==> src/rtl/mips_ctrl_pkg.sv <==
// rtl/mips_ctrl_pkg.sv - shared encodings for the pipelined MIPS control unit
// Purpose: opcode/func values, ALU op codes, control-bit indices, decode word
//          type and MDU FSM state encoding used by ctrl_decode and pipe_controller.
// Ports:   none (package)
package mips_ctrl_pkg;

    // Opcodes
    localparam logic [5:0] OP_RTYPE = 6'b000000;
    localparam logic [5:0] OP_LW    = 6'b100011;
    localparam logic [5:0] OP_SW    = 6'b101011;
    localparam logic [5:0] OP_BEQ   = 6'b000100;

    // R-type function codes
    localparam logic [5:0] FN_SLL  = 6'b000000;
    localparam logic [5:0] FN_SRL  = 6'b000010;
    localparam logic [5:0] FN_SRA  = 6'b000011;
    localparam logic [5:0] FN_MULT = 6'b011000;
    localparam logic [5:0] FN_ADD  = 6'b100000;
    localparam logic [5:0] FN_ADDU = 6'b100001;
    localparam logic [5:0] FN_SUB  = 6'b100010;
    localparam logic [5:0] FN_SUBU = 6'b100011;
    localparam logic [5:0] FN_AND  = 6'b100100;
    localparam logic [5:0] FN_OR   = 6'b100101;
    localparam logic [5:0] FN_NOR  = 6'b100111;

    // ALU operation codes
    localparam logic [4:0] ALU_AND  = 5'b00000;
    localparam logic [4:0] ALU_OR   = 5'b00001;
    localparam logic [4:0] ALU_ADD  = 5'b00010;
    localparam logic [4:0] ALU_SUB  = 5'b00110;
    localparam logic [4:0] ALU_NOR  = 5'b01100;
    localparam logic [4:0] ALU_SLL  = 5'b01101;
    localparam logic [4:0] ALU_SRL  = 5'b01110;
    localparam logic [4:0] ALU_SRA  = 5'b01111;
    localparam logic [4:0] ALU_MULT = 5'b10000;

    // muxctrl bit indices
    localparam int MUX_ALU_SRC    = 0;
    localparam int MUX_MEM_TO_REG = 1;
    localparam int MUX_REG_IN_LO  = 2;
    localparam int MUX_BUBBLE     = 4;

    // memctrl bit indices
    localparam int MEM_REG_WRITE = 0;
    localparam int MEM_WRITE     = 1;
    localparam int MEM_READ      = 2;

    typedef enum logic [1:0] {
        DST_NONE = 2'd0,
        DST_RD   = 2'd1,
        DST_RT   = 2'd2
    } dst_sel_e;

    typedef enum logic {
        ST_IDLE     = 1'b0,
        ST_MDU_BUSY = 1'b1
    } mdu_state_e;

    typedef struct packed {
        logic [6:0] muxctrl;
        logic [2:0] memctrl;
        logic [4:0] aluctrl;
        dst_sel_e   dst_sel;
        logic       uses_rt;
        logic       is_branch;
        logic       is_mult;
        logic       illegal;
    } dec_word_t;

endpackage

==> src/rtl/ctrl_decode.sv <==
// rtl/ctrl_decode.sv - combinational op/func decoder for the ID stage
// Purpose: maps op/func to the control word plus hazard-relevant attributes.
// Ports:   op_i   [5:0]  opcode from IF/ID
//          func_i [5:0]  function field from IF/ID
//          dec_o         decoded word (mux/mem/alu, dst select, uses_rt,
//                        is_branch, is_mult, illegal)
module ctrl_decode
    import mips_ctrl_pkg::*;
(
    input  logic [5:0] op_i,
    input  logic [5:0] func_i,
    output dec_word_t  dec_o
);

    always_comb begin
        dec_o = '0;
        unique case (op_i)
            OP_RTYPE: begin
                dec_o.memctrl[MEM_REG_WRITE] = 1'b1;
                dec_o.dst_sel                = DST_RD;
                dec_o.uses_rt                = 1'b1;
                case (func_i)
                    FN_ADD, FN_ADDU: dec_o.aluctrl = ALU_ADD;
                    FN_SUB, FN_SUBU: dec_o.aluctrl = ALU_SUB;
                    FN_AND:          dec_o.aluctrl = ALU_AND;
                    FN_OR:           dec_o.aluctrl = ALU_OR;
                    FN_NOR:          dec_o.aluctrl = ALU_NOR;
                    FN_SLL:          dec_o.aluctrl = ALU_SLL;
                    FN_SRL:          dec_o.aluctrl = ALU_SRL;
                    FN_SRA:          dec_o.aluctrl = ALU_SRA;
                    FN_MULT: begin
                        dec_o.aluctrl = ALU_MULT;
                        dec_o.is_mult = 1'b1;
                    end
                    default: begin
                        // unknown func: whole word collapses to a bubble
                        dec_o         = '0;
                        dec_o.illegal = 1'b1;
                    end
                endcase
            end
            OP_LW: begin
                dec_o.muxctrl[MUX_ALU_SRC]    = 1'b1;
                dec_o.muxctrl[MUX_MEM_TO_REG] = 1'b1;
                dec_o.memctrl[MEM_READ]       = 1'b1;
                dec_o.memctrl[MEM_REG_WRITE]  = 1'b1;
                dec_o.aluctrl                 = ALU_ADD;
                dec_o.dst_sel                 = DST_RT;
            end
            OP_SW: begin
                dec_o.muxctrl[MUX_ALU_SRC] = 1'b1;
                dec_o.memctrl[MEM_WRITE]   = 1'b1;
                dec_o.aluctrl              = ALU_ADD;
                dec_o.uses_rt              = 1'b1;
            end
            OP_BEQ: begin
                dec_o.aluctrl   = ALU_SUB;
                dec_o.uses_rt   = 1'b1;
                dec_o.is_branch = 1'b1;
            end
            default: dec_o.illegal = 1'b1;
        endcase
    end

endmodule

==> src/rtl/pipe_controller.sv <==
// rtl/pipe_controller.sv - pipelined MIPS control unit with ID/EX register and hazards
// Purpose: decodes the IF/ID instruction, registers the control word into ID/EX,
//          and generates load-use stall, BEQ flush/pc_src and MULT occupancy stall.
// Ports:   clk, reset (async, active-high)
//          instr_valid, op, func, rs, rt, rd   IF/ID contents
//          zero                                ALU zero flag of the EX instruction
//          ex_muxctrl, ex_memctrl, ex_aluctrl, ex_dst   registered ID/EX controls
//          stall, flush, pc_src                combinational pipeline controls
//          illegal                             registered unknown-instruction flag
module pipe_controller
    import mips_ctrl_pkg::*;
#(
    parameter int MUXW    = 7,
    parameter int MEMW    = 3,
    parameter int ALUW    = 5,
    parameter int RW      = 5,
    parameter int MDU_LAT = 4
) (
    input  logic            clk,
    input  logic            reset,
    input  logic            instr_valid,
    input  logic [5:0]      op,
    input  logic [5:0]      func,
    input  logic [RW-1:0]   rs,
    input  logic [RW-1:0]   rt,
    input  logic [RW-1:0]   rd,
    input  logic            zero,
    output logic [MUXW-1:0] ex_muxctrl,
    output logic [MEMW-1:0] ex_memctrl,
    output logic [ALUW-1:0] ex_aluctrl,
    output logic [RW-1:0]   ex_dst,
    output logic            stall,
    output logic            flush,
    output logic            pc_src,
    output logic            illegal
);

    localparam int CNTW = (MDU_LAT > 1) ? $clog2(MDU_LAT) : 1;

    dec_word_t dec;

    logic [MUXW-1:0] ex_muxctrl_q, ex_muxctrl_d;
    logic [MEMW-1:0] ex_memctrl_q, ex_memctrl_d;
    logic [ALUW-1:0] ex_aluctrl_q, ex_aluctrl_d;
    logic [RW-1:0]   ex_dst_q,     ex_dst_d;
    logic            ex_branch_q,  ex_branch_d;
    logic            illegal_q,    illegal_d;
    mdu_state_e      state_q,      state_d;
    logic [CNTW-1:0] cnt_q,        cnt_d;

    logic            mdu_hold;
    logic            load_use;
    logic            branch_taken;
    logic [RW-1:0]   dec_dst;

    ctrl_decode u_decode (
        .op_i   (op),
        .func_i (func),
        .dec_o  (dec)
    );

    // MULT still occupies EX while the counter is non-zero; at zero the
    // state is left one cycle later without stalling.
    assign mdu_hold     = (state_q == ST_MDU_BUSY) && (cnt_q != '0);
    assign branch_taken = ex_branch_q & zero;

    assign load_use = instr_valid && !mdu_hold
                   && ex_memctrl_q[MEM_READ] && (ex_dst_q != '0)
                   && ((ex_dst_q == rs) || (dec.uses_rt && (ex_dst_q == rt)));

    assign stall  = !branch_taken && (mdu_hold || load_use);
    assign flush  = branch_taken;
    assign pc_src = branch_taken;

    always_comb begin
        dec_dst = '0;
        case (dec.dst_sel)
            DST_RD:  dec_dst = rd;
            DST_RT:  dec_dst = rt;
            default: dec_dst = '0;
        endcase
    end

    always_comb begin
        ex_muxctrl_d = ex_muxctrl_q;
        ex_memctrl_d = ex_memctrl_q;
        ex_aluctrl_d = ex_aluctrl_q;
        ex_dst_d     = ex_dst_q;
        ex_branch_d  = ex_branch_q;
        illegal_d    = illegal_q;
        state_d      = state_q;
        cnt_d        = cnt_q;

        if (mdu_hold) begin
            cnt_d = cnt_q - CNTW'(1);
        end else begin
            state_d      = ST_IDLE;
            cnt_d        = '0;
            ex_muxctrl_d = '0;
            ex_memctrl_d = '0;
            ex_aluctrl_d = '0;
            ex_dst_d     = '0;
            ex_branch_d  = 1'b0;
            illegal_d    = 1'b0;
            // flush beats everything; a load-use stall inserts a bubble and
            // lets the instruction be re-decoded next cycle
            if (!branch_taken && instr_valid && !load_use) begin
                if (dec.illegal) begin
                    illegal_d = 1'b1;
                end else begin
                    ex_muxctrl_d = MUXW'(dec.muxctrl);
                    ex_memctrl_d = MEMW'(dec.memctrl);
                    ex_aluctrl_d = ALUW'(dec.aluctrl);
                    ex_dst_d     = dec_dst;
                    ex_branch_d  = dec.is_branch;
                    if (dec.is_mult) begin
                        state_d = ST_MDU_BUSY;
                        cnt_d   = CNTW'(MDU_LAT - 1);
                    end
                end
            end
        end
    end

    always_ff @(posedge clk or posedge reset) begin
        if (reset) begin
            ex_muxctrl_q <= '0;
            ex_memctrl_q <= '0;
            ex_aluctrl_q <= '0;
            ex_dst_q     <= '0;
            ex_branch_q  <= 1'b0;
            illegal_q    <= 1'b0;
            state_q      <= ST_IDLE;
            cnt_q        <= '0;
        end else begin
            ex_muxctrl_q <= ex_muxctrl_d;
            ex_memctrl_q <= ex_memctrl_d;
            ex_aluctrl_q <= ex_aluctrl_d;
            ex_dst_q     <= ex_dst_d;
            ex_branch_q  <= ex_branch_d;
            illegal_q    <= illegal_d;
            state_q      <= state_d;
            cnt_q        <= cnt_d;
        end
    end

    assign ex_muxctrl = ex_muxctrl_q;
    assign ex_memctrl = ex_memctrl_q;
    assign ex_aluctrl = ex_aluctrl_q;
    assign ex_dst     = ex_dst_q;
    assign illegal    = illegal_q;

endmodule

==> config.mk <==
export PLATFORM = sky130hd
export DESIGN_NAME = pipe_controller
export DESIGN_NICKNAME = d
export VERILOG_FILES = /design/src/rtl/mips_ctrl_pkg.sv /design/src/rtl/ctrl_decode.sv /design/src/rtl/pipe_controller.sv
export SDC_FILE = /design/constraint.sdc
export NUM_CORES = 1
export LEC_CHECK = 0
export ABC_AREA = 1
export BUFFER_PORTS_ARGS = -buffer_cell sky130_fd_sc_hd__buf_4
export CAP_MARGIN = 0
export CORE_MARGIN = 5
export CORE_UTILIZATION = 52
export CTS_CLUSTER_DIAMETER = 60
export DETAILED_ROUTE_END_ITERATION = 16
export GPL_TIMING_DRIVEN = 0
export PLACE_DENSITY = 0.94
export SLEW_MARGIN = 30
export SYNTH_ARGS = -nofsm -noshare
export SYNTH_HDL_FRONTEND = slang
export SYNTH_SLANG_ARGS = --single-unit
==> constraint.sdc <==
create_clock -name clk -period 3.9 [get_ports clk]
set_input_delay 0.195 -clock clk [delete_from_list [all_inputs] [get_ports clk]]
set_output_delay 0.195 -clock clk [all_outputs]
set_load 0.02 [all_outputs]
==> results <==
- The worst setup path is captured at an output pin.
- The worst supply voltage drop on vdd is between 200 and 300 uV.
- The floorplan die height is between 60 and 70 microns.
- The average footprint of a synthesized cell is between 7 and 8 sq um.
- In this run the core area contains 19 standard-cell rows.
- The share of the yosys chip area belonging to registers is 0.3313.
- The area growth from synthesis to layout is 31.21%.
- The I/O pin total is 55.
- Entering global routing, the biggest net connects 20 pins.
- The overall overflow remaining after global route is 0.
- The largest clock skew in the final design is 10.40 ps.
- Measured against its own limit, the worst slew margin works out to 0.5450.
- For this configuration, the core starts out at a cell density of 0.5295.
- The register bit total from synthesis is 19.
- The minimum clock period is 2168 ps.
- The maximum number of buffers from clock root to sink is 2.
- The CTS H-tree depth is 1.
- The clock buffer count from CTS is 3.
- The setup slack on the worst flop-to-flop path is 2100 ps.
- The count of endpoints failing setup in the final report is 0.
- After filler insertion, the fill cell instance count of the layout stands at roughly 230.
- The clock drives 19 sinks.
- The clock insertion delay at the later pin of the skew report is around 300 ps.
- The depth of the worst register-to-register path is 9.
- The HPWL after detailed placement is approximately 2.9 mm.
- The final count of hold timing violations is 9.
- Synthesis instantiated 31 different standard cells from the library.
- The detail route stage leaves a number of antenna-violating nets equal to 0.
- The congestion estimate from routability-driven global placement came to roughly 0.88.
- The flow ran to the end, but the final reports show violations.
- The max-cap violation count is 0.
- The measured slew at the worst slew-check pin is around 700 ps.
- Detailed routing inserted a total of ~1,400 vias.
- At the worst endpoint, the required time is 3700 ps.
- Wires add up to about 3.4 mm.
- The cell count after synthesis came out at slightly above 200.
- In the global route stage, overall resource usage came out at 0.1838.
- The area of the die is approximately 0.0039 sq mm.
- STA classifies the critical path startpoint as a flip-flop.
- In the final layout, flip-flops and latches occupy 475.5 sq um.
- The total of buffers placed on input and output ports is 49.
- The mapped netlist covers 0.001435 sq mm.
- The post-layout net count is between 200 and 300.
- The count of warnings emitted by yosys is 0.
- In the finished design, the share of the clock period the worst path needs comes to 0.5560.
- In the final timing run, aggregate negative setup slack is 0 ps.
- The core region is about 0.0027 sq mm.
- In this run the worst path has a maximum fanout of 10.
- The count of antenna diodes in the layout is 0.
- The standby leakage power is 1.024 nW.
- Once the clock tree was built, the resizer swapped 0 gates to a different size.
- TritonCTS built the clock tree.
- The number of antenna violations at the first check in global routing is 0.
- The worst flop-to-flop path startpoint is cnt_q[0].
- Summing all multi-input logic gate instances after layout gives 793.3 sq um.
- In this run the worst hold path is classified as primary input to async pin.
- The number of global-route vias before repair is ~1,400.
- The detail-routed net length per standard cell is 11.76 microns.
- The maximum operating frequency is around 0.46 GHz.
- The worst setup path is of the flip-flop to output pin kind.
- The final count of pins violating max slew was 0.
- The per-cell via count in the routed design is between 4 and 5.
- The endpoint identified for the worst register-to-register timing path is ex_aluctrl[4].
- On the final layout, the worst hold slack is -8.848 ps.
- The worst endpoint data arrival time is approximately 2000 ps.
- The first detailed-routing pass ran for 4 iterations.
- Power spread over the standard cell area amounts to 192.5 mW/mm^2.
- The die is roughly 63 microns wide.
- The final reports fail on negative hold slack.
- Clock-pin slew was measured on the worst setup and hold paths at roughly 100 ps.
- The first-pass GRT wire length is ~6.0 mm.
- The post-CTS setup repair buffer count is 0.
- The violation count after the first detailed-routing iteration is 75.
- The proportion of layout cells with a drive suffix above 1 is 0.2769.
- The tree is rooted in a clkbuf_4.
- At the end of the flow the core is filled with cells to 0.6948.
- Setup repair after global routing left no endpoint under its margin.
- The number of remaining DRC errors is 0.
- The number of hold-repair buffers added at the cts stage is 0.
==> worst max-delay path, cell delays in order, from the launching register on <==
cell      delay, ps
dfrtp_1         340
inv_1            50
ha_1            220
nor2_4          290
inv_1           180
clkbuf_1        250
a21oi_1         190
buf_4           150
==> stage by stage <==
| stage | cell area (sq um) | setup WS [ps] | std cells | total power, mW |
|---|---|---|---|---|
| after detailed placement | 1857 | 2017 | 287 | 0.2702 |
| final | 1883 | 1732 | 291 | 0.3625 |
| after floorplan | 1450 | 2169 | 207 | 0.2359 |
| after global placement | 1857 | 2050 | 287 | 0.2690 |
| after global routing | 1883 | 1554 | 291 | 0.3795 |
| after CTS | 1883 | 1744 | 291 | 0.3634 |
==> power by group <==
group	internal, mW	switching, mW
registers	0.198	0.000528
clock network	0.0398	0.0563
logic	0.0330	0.0351
total	0.271	0.0919
==> cell type report <==
class | instances | share of cell area
clock buffers | 4 | 0.01395
inverters | 28 | 0.05847
flip-flops and latches | 19 | 0.2525
plain buffers | 10 | 0.03787
multi-input cells | 150 | 0.4213
repair buffers | 49 | 0.1953
well taps | 31 | 0.02060
==> cells by family after synthesis <==
group                    after synthesis  synth area share
AND/OR/NAND/NOR                      108            0.3583
buffers and inverters                 38            0.1264
AO/OA/AOI/OAI                         27            0.1125
flip-flops                            19            0.3313
XOR/XNOR                               7           0.04272
adder cells (fa/ha/maj)                3           0.02616
other                                  1          0.002613
==> placed cells by master, fill, tap and decap left out <==
| cell type | n |
|---|---|
| a21oi_1 | 5 |
| a22o_1 | 1 |
| a22oi_1 | 5 |
| a31oi_1 | 1 |
| buf_4 | 56 |
| buf_6 | 1 |
| clkbuf_1 | 3 |
| clkbuf_4 | 3 |
| conb_1 | 5 |
| dfrtp_1 | 19 |
| ha_1 | 3 |
| inv_1 | 27 |
| inv_6 | 1 |
| nand2_1 | 58 |
| nand2_2 | 2 |
| nand2_4 | 1 |
| nand3_1 | 7 |
| nand3_2 | 1 |
| nand4_1 | 8 |
| nor2_1 | 23 |
| nor2_2 | 1 |
| nor2_4 | 3 |
| nor2_8 | 1 |
| nor3_1 | 1 |
| nor3_2 | 1 |
| nor3_4 | 1 |
| o2111ai_1 | 2 |
| o21ai_0 | 4 |
| o21ai_1 | 8 |
| o22ai_1 | 1 |
| xnor2_1 | 5 |
| xor2_1 | 2 |
==> synth_stat cells <==
library cell | n | area [sq um]
nand2_1 | 58 | 217.7
inv_1 | 27 | 101.4
nor2_1 | 23 | 86.33
dfrtp_1 | 19 | 475.5
nand4_1 | 8 | 50.05
o21ai_1 | 8 | 40.04
buf_4 | 7 | 52.55
nand3_1 | 7 | 35.03
a21oi_1 | 5 | 25.02
a22oi_1 | 5 | 37.54
xnor2_1 | 5 | 43.79
o21ai_0 | 4 | 20.02
ha_1 | 3 | 37.54
nor2_4 | 3 | 33.78
clkbuf_1 | 2 | 7.510
nand2_2 | 2 | 12.51
o2111ai_1 | 2 | 17.52
xor2_1 | 2 | 17.52
a22o_1 | 1 | 8.760
a31oi_1 | 1 | 6.260
buf_6 | 1 | 11.26
conb_1 | 1 | 3.750
inv_6 | 1 | 8.760
nand2_4 | 1 | 11.26
nand3_2 | 1 | 10.01
nor2_2 | 1 | 6.260
nor2_8 | 1 | 20.02
nor3_1 | 1 | 5.000
nor3_2 | 1 | 10.01
nor3_4 | 1 | 16.27
o22ai_1 | 1 | 6.260
==> sequential cells by signal, indices dropped and copies added, names as in the netlist <==
| register | cells |
|---|---|
| ex_aluctrl | 5 |
| ex_dst | 5 |
| cnt_q | 2 |
| ex_memctrl | 2 |
| ex_muxctrl | 2 |
| ex_branch_q | 1 |
| illegal | 1 |
| state_q | 1 |
==> routing by layer <==
metal,vias up,part of all wire,global-route usage
met4,0,0.0056,0.02918
met5,-,0,0
li1,751,-,-
met3,4,0.081,0.06115
met2,54,0.51,0.3225
met1,639,0.40,0.2205
==> worst max-delay path by stage <==
stage	from	end	slack (ps)	depth (start not counted)
after floorplan	cnt_q[0]	stall	2170	6
after global placement	func[2]	ex_dst[1]	2050	14
after detailed placement	func[1]	ex_dst[4]	2020	14
after CTS	cnt_q[0]	stall	1740	7
after global routing	cnt_q[0]	stall	1550	7
final	cnt_q[0]	stall	1730	7
No activity file was read; power rests on OpenSTA's default activity.
